### config.mk
export PLATFORM = sky130hd
export DESIGN_NAME = tdm_ingress_mux
export DESIGN_NICKNAME = d
export VERILOG_FILES = /design/src/rtl/tdm_ingress_mux.sv
export SDC_FILE = /design/constraint.sdc
export NUM_CORES = 1
export LEC_CHECK = 0
export CAP_MARGIN = 10
export CORE_MARGIN = 8
export CORE_UTILIZATION = 48
export DETAILED_ROUTE_END_ITERATION = 16
export DONT_BUFFER_PORTS = 1
export PLACE_DENSITY = 0.61
export SYNTH_ARGS = -nofsm -noshare
export SYNTH_HDL_FRONTEND = slang
export SYNTH_SLANG_ARGS = --single-unit
### constraint.sdc
create_clock -name clk -period 9.1 [get_ports clk]
set_clock_uncertainty 0.1 [all_clocks]
set_input_delay 1.365 -clock clk [delete_from_list [all_inputs] [get_ports clk]]
set_output_delay 1.365 -clock clk [all_outputs]
set_load 0.01 [all_outputs]
### src/rtl/tdm_ingress_mux.sv
// Time-division ingress multiplexer: per-port byte FIFOs serialised onto the BPU slotted bus.
// Optional byte counter on the TDM bus is enabled by defining TDM_INGRESS_STATS_EN.
module tdm_ingress_mux #(
    parameter int DATA_WIDTH = 8,
    parameter int NUM_PORTS  = 14,
    parameter int FRAME_LEN  = 256,
    parameter int FIFO_DEPTH = 8
) (
    input  logic                            clk,
    input  logic                            rst,
    input  logic [NUM_PORTS-1:0]            in_valid,
    input  logic [NUM_PORTS-1:0]            in_sop,
    input  logic [NUM_PORTS*DATA_WIDTH-1:0] in_data,
    output logic [NUM_PORTS-1:0]            in_ready,
    output logic                            tdm_valid,
    output logic                            tdm_new_packet,
    output logic [DATA_WIDTH-1:0]           tdm_data,
    output logic [7:0]                      slot
`ifdef TDM_INGRESS_STATS_EN
    ,
    output logic [31:0]                     byte_count
`endif
);

    localparam int AW = $clog2(FIFO_DEPTH);
    localparam int EW = DATA_WIDTH + 1;

    logic [EW-1:0]         mem_r [NUM_PORTS][FIFO_DEPTH];
    logic [AW-1:0]         rd_ptr_r [NUM_PORTS];
    logic [AW-1:0]         wr_ptr_r [NUM_PORTS];
    logic [AW:0]           count_r [NUM_PORTS];
    logic [AW:0]           count_next_s [NUM_PORTS];
    logic [NUM_PORTS-1:0]  ready_r;
    logic [NUM_PORTS-1:0]  push_s;
    logic [NUM_PORTS-1:0]  pop_s;
    logic [EW-1:0]         head_s;
    logic [7:0]            slot_r;
    logic [7:0]            next_slot_s;
    logic                  tdm_valid_r;
    logic                  tdm_new_packet_r;
    logic [DATA_WIDTH-1:0] tdm_data_r;

    // Lookahead slot: the output register is loaded for the slot that starts after this edge.
    always_comb begin
        next_slot_s = 8'd0;
        if (slot_r == 8'(FRAME_LEN - 1)) begin
            next_slot_s = 8'd0;
        end else begin
            next_slot_s = slot_r + 8'd1;
        end
    end

    // Push/pop decisions, head selection and next occupancy per port.
    always_comb begin
        push_s = '0;
        pop_s  = '0;
        head_s = '0;
        for (int p = 0; p < NUM_PORTS; p++) begin
            count_next_s[p] = count_r[p];
            // ready_r reflects only registered occupancy, so a same-cycle pop never frees room
            push_s[p] = in_valid[p] && ready_r[p];
            if ((next_slot_s == 8'(p)) && (count_r[p] != '0)) begin
                pop_s[p] = 1'b1;
                head_s   = mem_r[p][rd_ptr_r[p]];
            end else begin
                pop_s[p] = 1'b0;
            end
            case ({push_s[p], pop_s[p]})
                2'b10:   count_next_s[p] = count_r[p] + (AW+1)'(1);
                2'b01:   count_next_s[p] = count_r[p] - (AW+1)'(1);
                default: count_next_s[p] = count_r[p];
            endcase
        end
    end

    // FIFO storage, written on accepted pushes.
    always_ff @(posedge clk) begin
        for (int p = 0; p < NUM_PORTS; p++) begin
            if (push_s[p]) begin
                mem_r[p][wr_ptr_r[p]] <= {in_sop[p], in_data[p*DATA_WIDTH +: DATA_WIDTH]};
            end
        end
    end

    // FIFO pointers, occupancy and registered ready flags.
    always_ff @(posedge clk or negedge rst) begin
        if (!rst) begin
            ready_r <= '1;
            for (int p = 0; p < NUM_PORTS; p++) begin
                rd_ptr_r[p] <= '0;
                wr_ptr_r[p] <= '0;
                count_r[p]  <= '0;
            end
        end else begin
            for (int p = 0; p < NUM_PORTS; p++) begin
                if (push_s[p]) begin
                    wr_ptr_r[p] <= wr_ptr_r[p] + AW'(1);
                end
                if (pop_s[p]) begin
                    rd_ptr_r[p] <= rd_ptr_r[p] + AW'(1);
                end
                count_r[p] <= count_next_s[p];
                ready_r[p] <= (count_next_s[p] != (AW+1)'(FIFO_DEPTH));
            end
        end
    end

    // Slot counter and registered TDM bus; idle slots drive all zeros.
    always_ff @(posedge clk or negedge rst) begin
        if (!rst) begin
            slot_r           <= 8'd0;
            tdm_valid_r      <= 1'b0;
            tdm_new_packet_r <= 1'b0;
            tdm_data_r       <= '0;
        end else begin
            slot_r           <= next_slot_s;
            tdm_valid_r      <= |pop_s;
            tdm_new_packet_r <= head_s[DATA_WIDTH];
            tdm_data_r       <= head_s[DATA_WIDTH-1:0];
        end
    end

`ifdef TDM_INGRESS_STATS_EN
    logic [31:0] byte_count_r;

    // Count of bytes emitted on the TDM bus, wrapping at 2^32.
    always_ff @(posedge clk or negedge rst) begin
        if (!rst) begin
            byte_count_r <= 32'd0;
        end else begin
            byte_count_r <= byte_count_r + {31'd0, tdm_valid_r};
        end
    end

    assign byte_count = byte_count_r;
`endif

    assign in_ready       = ready_r;
    assign slot           = slot_r;
    assign tdm_valid      = tdm_valid_r;
    assign tdm_new_packet = tdm_new_packet_r;
    assign tdm_data       = tdm_data_r;

endmodule

==> metrics.md <==
| Metric | Value |
|---|---|
| Warnings from Yosys | 0 |
| DRT Pass-1 Iters | 5 |
| Worst slew margin | 25.19% |
| Actual slew at the worst max-slew pin | 1.118 ns |
| PortBufs | 0 |
| Detailed placer's ending HPWL | 72.66 mm |
| Synth cell types | ~80 |
| Via density | roughly 5.8 |
| Clock Sinks | 1180 |
| Setup TNS | 0 ns |
| Vias in the first global route | approximately 25000 |
| Core Area | 0.09957 mm² |
| CTS tree | done |
| Most used cell, CP | ha_1 |
| Layout area overhead | 11.52% |
| Worst Path Buf+Inv | 1 |
| Final Cell Area | around 0.054 mm² |
| Crit path largest cell delay | 0.68 ns |
| Vias | 23280 |
| P per Cell Area | roughly 270 mW/mm² |
| Ys flop type | edfxtp_1 |
| Kind of cell adding the most delay to the critical path | simple AND/OR/NAND/NOR gates |
| Final Critical Period | between 5 and 6 ns |
| Max_cap viols | 0 |
| Seq/Total Area, Yosys | between 70% and 80% |
| Initial antenna violation count | 2 |
| Hold Vio Cnt, Final | 0 |
| DRC | 0 |
| Synth Net Count | 2782 |
| Worst setup EP type | register |
| Ys async rst share | 14.58% |
| Xor-xnor portion of the synthesized cell area | 1.914% |
| # IOs | 174 |
| Grt total ovfl | 0 |
| GR Util All Layers | 19.21% |
| Worst path arrival time | 5.58 ns |
| Clock transition at path regs | 0.06 ns |
| Routed wire length per instance | 26.62 µm |
| Clock tree buffer depth | 3 |
| Placed cell area | between 0.04 and 0.05 mm² |
| Routed WL | 106.9 mm |
| Post-Route Utilization | a little over half |
| Worst vdd ir | 0.1650 mV |
| Placed insts | 3788 |
| Synthesized flop and latch total | 1180 |
| Crit path kind | register to register |
| Die width | 332.2 µm |
| CTS Root Cell | clkbuf_16 |
| Final period utilization | 55.99% |
| Commonest non-fill, non-tap cells in the layout | edfxtp_1 (1008), mux4_2 (252), dfrtp_1 (158), nand2_1 (142), clkbuf_16 (122) |
| Hold slack | roughly 0.3 ns |
| Fraction of layout cells with a size suffix above 1 | 21.50% |
| Final setup vio count | 0 |
| RSZ-0062 raised after global routing | no |
| Share of synthesized area spent on multiplexers | 15.20% |
| ANT nets after route | 0 |
| Post-Synth Simple-Gate Area | 4.227% |
| Number of synthesized flops with an enable pin | about 1000 |
| Post-Syn Instances | 2551 |
| Chip height | 332.2 µm |
| # rows | ~120 |
| Worst path cell trace | ha_1 > and4_1 > o21ba_4 > or3_1 > inv_1 > ha_1 > ha_1 > a21o_1 > a21oi_1 > xnor2_1 > nor2_1 > xor2_1 > or4b_2 |
| Worst-skew pair later-pin latency | 0.69 ns |
| Post-CTS setup buffer count | 0 |
| Slew Limit Fails | 0 |
| Commonest non-fill, non-tap cell in the layout | edfxtp_1 |
| Maximum fanout along the worst path | 23 |
| Cell area after synthesis | 0.04798 mm² |
| Post-synthesis compound-gate area fraction | 2.749% |
| Die area | 0.1103 mm² |
| Largest family of logic cells by synthesized area | multiplexers |
| Fmax | 196.3 MHz |
| Required time worst endpoint | ~9.6 ns |
| Initial Utilization | 48.19% |
| Global-route wire length before repair | between 150 and 200 mm |
| H-tree Lvls | 3 |
| 1st-iter DRT viols | 1706 |
| Pleak | 0.01782 µW |
| Mean Syn Cell Area | 18.81 µm² |
| Startpoint types | register |
| Critical path's slowest cell | dfrtp_1 |
| NumNets Final | 2841 |
| Cts hold-fix bufs | 0 |
| Worst Hold Class | input port to asynchronous set/reset pin |
| Num CTS Buffers | 118 |
| Largest net degree at the start of global routing | between 150 and 200 |
| Synth Area in Adders | 2.540% |
| Status | finished, final reports clean |
| Cts repair resizes | 0 |
| Final non-filler cell total | 4017 |
| RD Place Congestion | just over 0.8 |
## cells in the mapped netlist, types with 17 or more instances
| cell | n | area, µm² |
|---|---|---|
| a21oi_1 | 41 | 205.2 |
| xnor2_1 | 68 | 595.6 |
| xor2_1 | 35 | 306.5 |
| mux2i_1 | 110 | 1101 |
| nor2_1 | 112 | 420.4 |
| nor3_1 | 58 | 290.3 |
| nand2b_1 | 30 | 187.7 |
| inv_1 | 48 | 180.2 |
| mux4_2 | 252 | 5675 |
| buf_2 | 33 | 165.2 |
| nand2_1 | 142 | 533.0 |
| dfrtp_1 | 158 | 3954 |
| a21o_1 | 17 | 127.6 |
| edfxtp_1 | 1008 | 30270 |
| buf_1 | 17 | 63.81 |
| mux2_2 | 46 | 518.0 |
| nand3_1 | 41 | 205.2 |
| clkbuf_1 | 36 | 135.1 |
| o21ai_0 | 39 | 195.2 |
| ha_1 | 75 | 938.4 |
## flip-flops by register name, indices dropped and copies added, names as in the netlist
register and count:
mem_r 1008, slot 8, tdm_data 8, tdm_valid 1
wr_ptr_r 42, in_ready 14, tdm_new_packet 1, rd_ptr_r 42
count_r 56
## per-stage QoR
step | setup WS [ns] | power (µW)
2_1_floorplan | 4.951 | 9067
6_report | 4.004 | 14650
5_1_grt | 3.844 | 15270
3_5_place_dp | 4.183 | 9940
3_3_place_gp | 4.333 | 9750
4_1_cts | 4.102 | 14810
## routing by layer
metal	global-route usage (%)	vias to the layer above	share of wire, %	wire length (µm)
li1	-	10310	-	-
met1	24.39	12200	40	42940
met2	32.10	610	50	53390
met3	5.842	154	7.5	8065
met4	5.302	0	2.4	2543
met5	0	-	0	0
## path summary, 6_finish.rpt
check | start | to | slack (ns) | cells past startpoint
worst max register to register | slot[0]$_DFF_PN0_ | in_ready[6]$_DFF_PN1_ | 4.00 | 13
worst min register to register | count_r[11]$_DFF_PN0_ | count_r[11]$_DFF_PN0_ | 0.40 | 1
min in group clk | count_r[11]$_DFF_PN0_ | count_r[11]$_DFF_PN0_ | 0.40 | 1
max in group asynchronous | rst | rd_ptr_r[2]$_DFFE_PN0P_ | 8.08 | 0
worst min-delay path | rst | wr_ptr_r[28]$_DFFE_PN0P_ | 0.30 | 0
worst max-delay path | slot[0]$_DFF_PN0_ | in_ready[6]$_DFF_PN1_ | 4.00 | 13
## logic make-up after synthesis
logic type | count (synthesis)
buffers and inverters | 144
muxes | 408
and+or+nand+nor | 435
xor gates and xnor gates | 104
AOI/OAI and AO/OA | 191
DFF | 1180
adders and majority gates | 89
## layout make-up
type                            instances  area [µm²]
Timing Repair Buffer                   29       217.7
Clock inverter                         56       556.8
Multi-Input combinational cell       1227       12920
Inverter                               54       205.2
Fill cell                            7670       46060
Sequential cell                      1180       34590
Antenna cell                            3       7.507
Tap cell                             1298        1624
Clock buffer                          170        3383
## power breakdown
part | total, µW | leakage (µW) | switching, µW | internal [µW]
Clock | 4870 | 0.00194 | 2010 | 2860
Sequential | 7430 | 0.0112 | 519 | 6910
Combinational | 2350 | 0.00465 | 1350 | 997
Note: power is estimated with default switching activity, not from simulation.
